--- src/rtl/id_ex_stage.sv ---
// ID/EX pipeline register: 1-cycle d_* -> e_*, bubbles on load-use or flush, freezes on memory wait.
// A flush seen during a wait is remembered and applied on the release edge.
module id_ex_stage #(
  parameter int DATA_W = 32,
  parameter int REG_W  = 4
) (
  input  logic              clk,
  input  logic              rst,
  input  logic              d_valid,
  input  logic [REG_W-1:0]  d_R2,
  input  logic [REG_W-1:0]  d_R3,
  input  logic [REG_W-1:0]  d_DestR,
  input  logic [DATA_W-1:0] d_R2res,
  input  logic [DATA_W-1:0] d_R3res,
  input  logic [1:0]        d_ExtndSel,
  input  logic              d_immF,
  input  logic              d_MemRead,
  input  logic              d_MemWrite,
  input  logic              d_RegWrite,
  input  logic [3:0]        d_AluOp,
  input  logic              flush,
  input  logic              mem_req,
  input  logic              mem_ready,
  output logic              e_valid,
  output logic [REG_W-1:0]  e_R2,
  output logic [REG_W-1:0]  e_R3,
  output logic [REG_W-1:0]  e_DestR,
  output logic [DATA_W-1:0] e_R2res,
  output logic [DATA_W-1:0] e_R3res,
  output logic [1:0]        e_ExtndSel,
  output logic              e_immF,
  output logic              e_MemRead,
  output logic              e_MemWrite,
  output logic              e_RegWrite,
  output logic [3:0]        e_AluOp,
  output logic              stall_fd,
  output logic              stall_xm,
  output logic [15:0]       stall_cnt
);

  localparam logic [0:0] RUN  = 1'b0;
  localparam logic [0:0] WAIT = 1'b1;

  logic [0:0] state;
  logic [0:0] state_nxt;
  logic       pending_flush;
  logic       use_r2;
  logic       use_r3;
  logic       lu_hazard;
  logic       mem_stall;
  logic       flush_eff;

  always_comb begin
    use_r2    = ~(d_immF & d_ExtndSel[1]);
    use_r3    = ~d_immF | (d_ExtndSel == 2'b00);
    mem_stall = mem_req & ~mem_ready;
    flush_eff = flush | pending_flush;
    lu_hazard = d_valid & e_valid & e_MemRead & e_RegWrite &
                ((use_r2 & (d_R2 == e_DestR)) | (use_r3 & (d_R3 == e_DestR)));
    // During a flush the front end must be free to fetch the branch target.
    stall_fd  = mem_stall | (lu_hazard & ~flush_eff);
    stall_xm  = mem_stall;
  end

  always_comb begin
    state_nxt = state;
    case (state)
      RUN:     if (mem_stall) state_nxt = WAIT;
      WAIT:    if (!mem_stall) state_nxt = RUN;
      default: state_nxt = RUN;
    endcase
  end

  always_ff @(posedge clk) begin
    if (rst) begin
      state         <= RUN;
      pending_flush <= 1'b0;
      stall_cnt     <= 16'h0000;
    end else begin
      state <= state_nxt;
      if (mem_stall) begin
        if (flush) pending_flush <= 1'b1;
      end else if (state == WAIT) begin
        pending_flush <= 1'b0;
      end
      if (stall_fd && (stall_cnt != 16'hFFFF)) stall_cnt <= stall_cnt + 16'd1;
    end
  end

  always_ff @(posedge clk) begin
    if (rst || (!mem_stall && (flush_eff || lu_hazard))) begin
      e_valid    <= 1'b0;
      e_R2       <= '0;
      e_R3       <= '0;
      e_DestR    <= '0;
      e_R2res    <= '0;
      e_R3res    <= '0;
      e_ExtndSel <= 2'b00;
      e_immF     <= 1'b0;
      e_MemRead  <= 1'b0;
      e_MemWrite <= 1'b0;
      e_RegWrite <= 1'b0;
      e_AluOp    <= 4'h0;
    end else if (!mem_stall) begin
      e_valid    <= d_valid;
      e_R2       <= d_R2;
      e_R3       <= d_R3;
      e_DestR    <= d_DestR;
      e_R2res    <= d_R2res;
      e_R3res    <= d_R3res;
      e_ExtndSel <= d_ExtndSel;
      e_immF     <= d_immF;
      e_MemRead  <= d_MemRead;
      e_MemWrite <= d_MemWrite;
      e_RegWrite <= d_RegWrite;
      e_AluOp    <= d_AluOp;
    end
  end

endmodule

--- config.mk ---
export PLATFORM = sky130hd
export DESIGN_NAME = id_ex_stage
export DESIGN_NICKNAME = d
export VERILOG_FILES = /design/src/rtl/id_ex_stage.sv
export SDC_FILE = /design/constraint.sdc
export NUM_CORES = 1
export LEC_CHECK = 0
export CAP_MARGIN = 30
export CORE_ASPECT_RATIO = 1.1
export CORE_UTILIZATION = 40
export CTS_CLUSTER_DIAMETER = 30
export CTS_CLUSTER_SIZE = 16
export DETAILED_ROUTE_END_ITERATION = 16
export GPL_TIMING_DRIVEN = 0
export PLACE_DENSITY_LB_ADDON = 0.15
export SLEW_MARGIN = 20
export SYNTH_ARGS = -nofsm -noshare
export SYNTH_HDL_FRONTEND = slang
export SYNTH_SLANG_ARGS = --single-unit
--- constraint.sdc ---
create_clock -name clk -period 4.3 [get_ports clk]
set_clock_uncertainty 0.05 [all_clocks]
set_input_delay 1.075 -clock clk [delete_from_list [all_inputs] [get_ports clk]]
set_output_delay 1.075 -clock clk [all_outputs]
set_load 0.05 [all_outputs]
; Yosys cells after proc, flatten, opt, wreduce, memory -nomap -nowiden
; Cells that the tools add are included.
[op_classes]
n_mux = 4
n_reduce_logical = 8
eq_ne = 4
bitwise = 17
addsub = 1
[ops]
columns = cell, n
row1 = 16-bit by 1-bit adder with 16-bit output (second input constant), 1
row2 = 16-bit inequality test (second input constant), 1
row3 = 1-bit AND, 9
row4 = 4-bit == test, 2
row5 = 1-bit 2-to-1 mux, 4
row6 = 1-bit inverter, 4
row7 = 1-bit OR, 4
row8 = 1-bit logical AND, 2
row9 = 2-bit logical NOT, 1
row10 = 1-bit logical OR, 2
row11 = 2-bit inequality test (second input constant), 1
row12 = 2-bit AND reduction, 1
row13 = 2-bit nonzero test, 1
row14 = 1-bit logical NOT, 1
[totals]
regBits = 105
elab_cells = 49

; Longest topological paths before layout
[logic_depth]
word_depth = 8
depth_mapped = 9

; Worst setup path before layout
; OpenSTA, ideal clock, no wires.
[synth_timing]
path_type = in2out
from = input mem_ready
to = output stall_fd
n_path_buf = 0
path_stages = 4
slack_ns = 1.049
arrival_time_ns = 2.126
cell_sequence = nand2b_1 > inv_1 > nor2_2 > inv_1
[synth_via]
elab_chain_len = 3
[synth_rtl]
columns = element, line_no
row1 = start: declaration, 23  ; input logic mem_ready,
row2 = 1-bit inverter, 56  ; mem_stall = mem_req & ~mem_ready;
row3 = 1-bit AND, 56
row4 = named net stall_xm, 37  ; output logic stall_xm,
row5 = 1-bit OR, 61  ; stall_fd = mem_stall | (lu_hazard & ~flush_eff);
row6 = end: declaration, 36  ; output logic stall_fd,
; The timed path passes the listed nets, and every way through them passes these cells.

; Final worst setup path
[layout_timing]
from = input d_R2[0]
to = output stall_fd
[layout_via]
elab_chain_len = 6
[layout_rtl]
columns = element, line_no
row1 = start: declaration, 10  ; input logic [REG_W-1:0] d_R2,
row2 = 4-bit == test, 59  ; ((use_r2 & (d_R2 == e_DestR)) | (use_r3 & (d_R3 == e_DestR)));
row3 = 1-bit AND, 59
row4 = 1-bit OR, 59
row5 = 1-bit AND, 58  ; lu_hazard = d_valid & e_valid & e_MemRead & e_RegWrite &
row6 = 1-bit AND, 61
row7 = 1-bit OR, 61
; No other way between the ends.

==> results.json <==
{
  "grt_max_degree": 16,
  "htree_levels": 3,
  "crit_path_max_incr_delay_ps": 540,
  "routed_wl_um": 10270,
  "seq_area_frac_synth_pct": 57.69,
  "port_buffers": 195,
  "reg2reg_depth": 9,
  "clock_sinks": 105,
  "clockBufferDepth": 2,
  "die_h_um": 102.1,
  "min_from": "e_R2res[11]",
  "drtPass1Iterations": 4,
  "synth_edf_count": 0,
  "synth.area.top_cells": "dfxtp_1 58%, a22o_1 21%, xnor2_1 1.9%",
  "p_per_area_nw_per_um2": 336.9,
  "rrSetupSlack_ps": 2050,
  "reg2reg_to": "stall_cnt[1]",
  "clk_pin_slew_ps": 90,
  "grtUsageTotal_pct": 20.99,
  "hold_buffers": 0,
  "wire_per_inst_um": 15.96,
  "cp-end-kind": "output port",
  "post_cts_buffers": 0,
  "crit_chain": "clkdlybuf4s50_1 > xnor2_1 > nand3_1 > o32ai_4 > nor2_2 > inv_1 > dlygate4sd2_1",
  "drv_cap": 0,
  "drt-met1-wl_um": 4333,
  "root_buffer": "clkbuf_8",
  "io_pins": 197,
  "slew_violations": 0,
  "grt_pass1_wl_um": 15530,
  "yosysWarnings": 0,
  "gp_congestion": 0.7437,
  "finalCritPeriodShare_pct": 95.86,
  "path_class": "input port to output port",
  "syn_nets": 411,
  "setup_viol": 0,
  "antenna_found_initial": 0,
  "cts_inserted_buffers": 9,
  "dpl.hpwl_um": 7583,
  "required_ps": 3170,
  "p_leak_nw": 2.201,
  "cts_tree": "built",
  "hold_viol": 0,
  "drc": 0,
  "dr_wl_met2_um": 4957,
  "rsz0062_at_grt": "false",
  "dpl.cell_count": 627,
  "crit_family": "buffers and inverters",
  "netlist.area_leader.share_pct": 57.69,
  "gr-total-overflow": 0,
  "clk_latency_ps": 360,
  "stdcell_count": 643,
  "slew_headroom_pct": 62.44,
  "synth_area_um2": 3643,
  "max_freq_ghz": 0.2426,
  "num_rows": 36,
  "tightest_slew_ps": 561.6,
  "via_per_inst": 5.191,
  "synth-async-reset-ratio_pct": 0,
  "post_cts_resized": 1,
  "status": "finished clean",
  "hp-class": "register to register",
  "yosysMostFrequentCell": "dfxtp_1",
  "postRouteAntennaNets": 0,
  "r2r_start": "stall_cnt[0]",
  "crit_buf_inv": 3,
  "core_area_um2": 8874,
  "n_antenna_cell": 0,
  "fin_nets": 617,
  "crit_fanout": 5,
  "yosys.area.top_type": "dfxtp_1",
  "power_mw": 1.991,
  "start_kind": "input port",
  "finish.utilization_pct": 66.61,
  "met3WireLength_um": 737,
  "die_area_um2": 9495,
  "drt-initial-drc-count": 78,
  "crit_arrival_ps": 3000,
  "fin_crit_ps": 4122,
  "min_delay_worst_endpoint": "e_R2res[11]",
  "syn_inst": 318,
  "ys_seq_elements": 105,
  "area_growth_pct": 62.23,
  "layout-drive-gt1-share_pct": 6.238,
  "dieWidth_um": 93,
  "vias": 3338,
  "avgSynthCellArea_um2": 11.46,
  "dr.max_layer_used": "met4",
  "ir_drop_uv": 202.5,
  "synthFlopType": "dfxtp_1",
  "synthDistinctLibCells": 37,
  "grt_pass1_vias": 3132,
  "synthTopCellsByCount": "105 x dfxtp_1, 87 x a22o_1, 13 x a21oi_1",
  "cp_slowest_cell": "dlygate4sd2_1",
  "initial_core_util_pct": 41.06,
  "whs_path_depth": 1
}
-- layer usage --
layer  vias to the layer above  GRT usage (%)
met5                         -              0
met4                         0          10.65
met2                       132          34.79
li1                       1620              -
met1                      1569          25.15
met3                        17          5.655
-- cell type report --
class | instances | area, um^2
Clock buffer | 13 | 158.9
Clock inverter | 3 | 15.01
Inverter | 5 | 18.77
Fill cell | 721 | 2963
Tap cell | 114 | 142.6
Timing Repair Buffer | 195 | 1951
Sequential cell | 105 | 2102
Buffer | 22 | 118.9
Multi-Input combinational cell | 186 | 1404
-- worst max path at each step --
stage                     startpoint        to  slack [ps]  depth (start not counted)
after floorplan            mem_ready  stall_fd        1050                          4
after global placement       d_R2[0]  stall_fd         -90                          7
after detailed placement     d_R2[0]  stall_fd        -120                          7
after CTS                    d_R2[0]  stall_fd         150                          7
after global routing         d_R2[0]  stall_fd          60                          7
final                        d_R2[0]  stall_fd         180                          7
-- state kept, by name (all words and copies together) (netlist names), 2 cells and up --
register	count
e_R2res	32
e_R3	4
e_DestR	4
e_R2	4
e_ExtndSel	2
e_R3res	32
stall_cnt	16
e_AluOp	4
-- where the power goes --
group	total, mW	internal [mW]	switching, mW
sequential	1.04	1.01	0.0246
clock	0.556	0.241	0.316
combinational	0.399	0.179	0.220
total	1.99	1.43	0.560
-- per-stage QoR --
step | setup WS [ps] | instance area (um^2) | hold slack (ps) | setup TNS [ps]
2_1_floorplan | 1049 | 3643 | 415.8 | 0
3_3_place_gp | -94.65 | 5738 | 404.5 | -94.65
3_5_place_dp | -118.7 | 5738 | 404.0 | -118.7
4_1_cts | 152.1 | 5911 | 433.8 | 0
5_1_grt | 58.72 | 5911 | 441.6 | 0
6_report | 178.1 | 5911 | 427.8 | 0
-- cells in the final DEF, fill, tap and decap left out, types with 2 or more instances in the layout --
cell type and n:
a21oi_1 13, a22o_1 87, and3_1 4, buf_2 5, buf_4 4, buf_6 2
clkbuf_1 13, clkbuf_8 11, clkdlybuf4s50_1 194, clkinv_2 3, dfxtp_1 105, inv_1 5
nand2_1 10, nand2b_1 2, nand3_1 10, nand4_1 3, nor2_1 6, o21ai_0 6
o21ai_1 4, o31ai_1 3, or3_1 9, or4_1 4, xnor2_1 8
-- cell families after synthesis --
logic type	share of synthesized area, %
muxes	0.2747
adders and majority gates	0.3434
xor gates and xnor gates	2.164
and+or+nand+nor	8.688
AOI/OAI and AO/OA	27.06
buffers and inverters	3.777
DFF	57.69
Note: power is estimated with default switching activity, not from simulation.
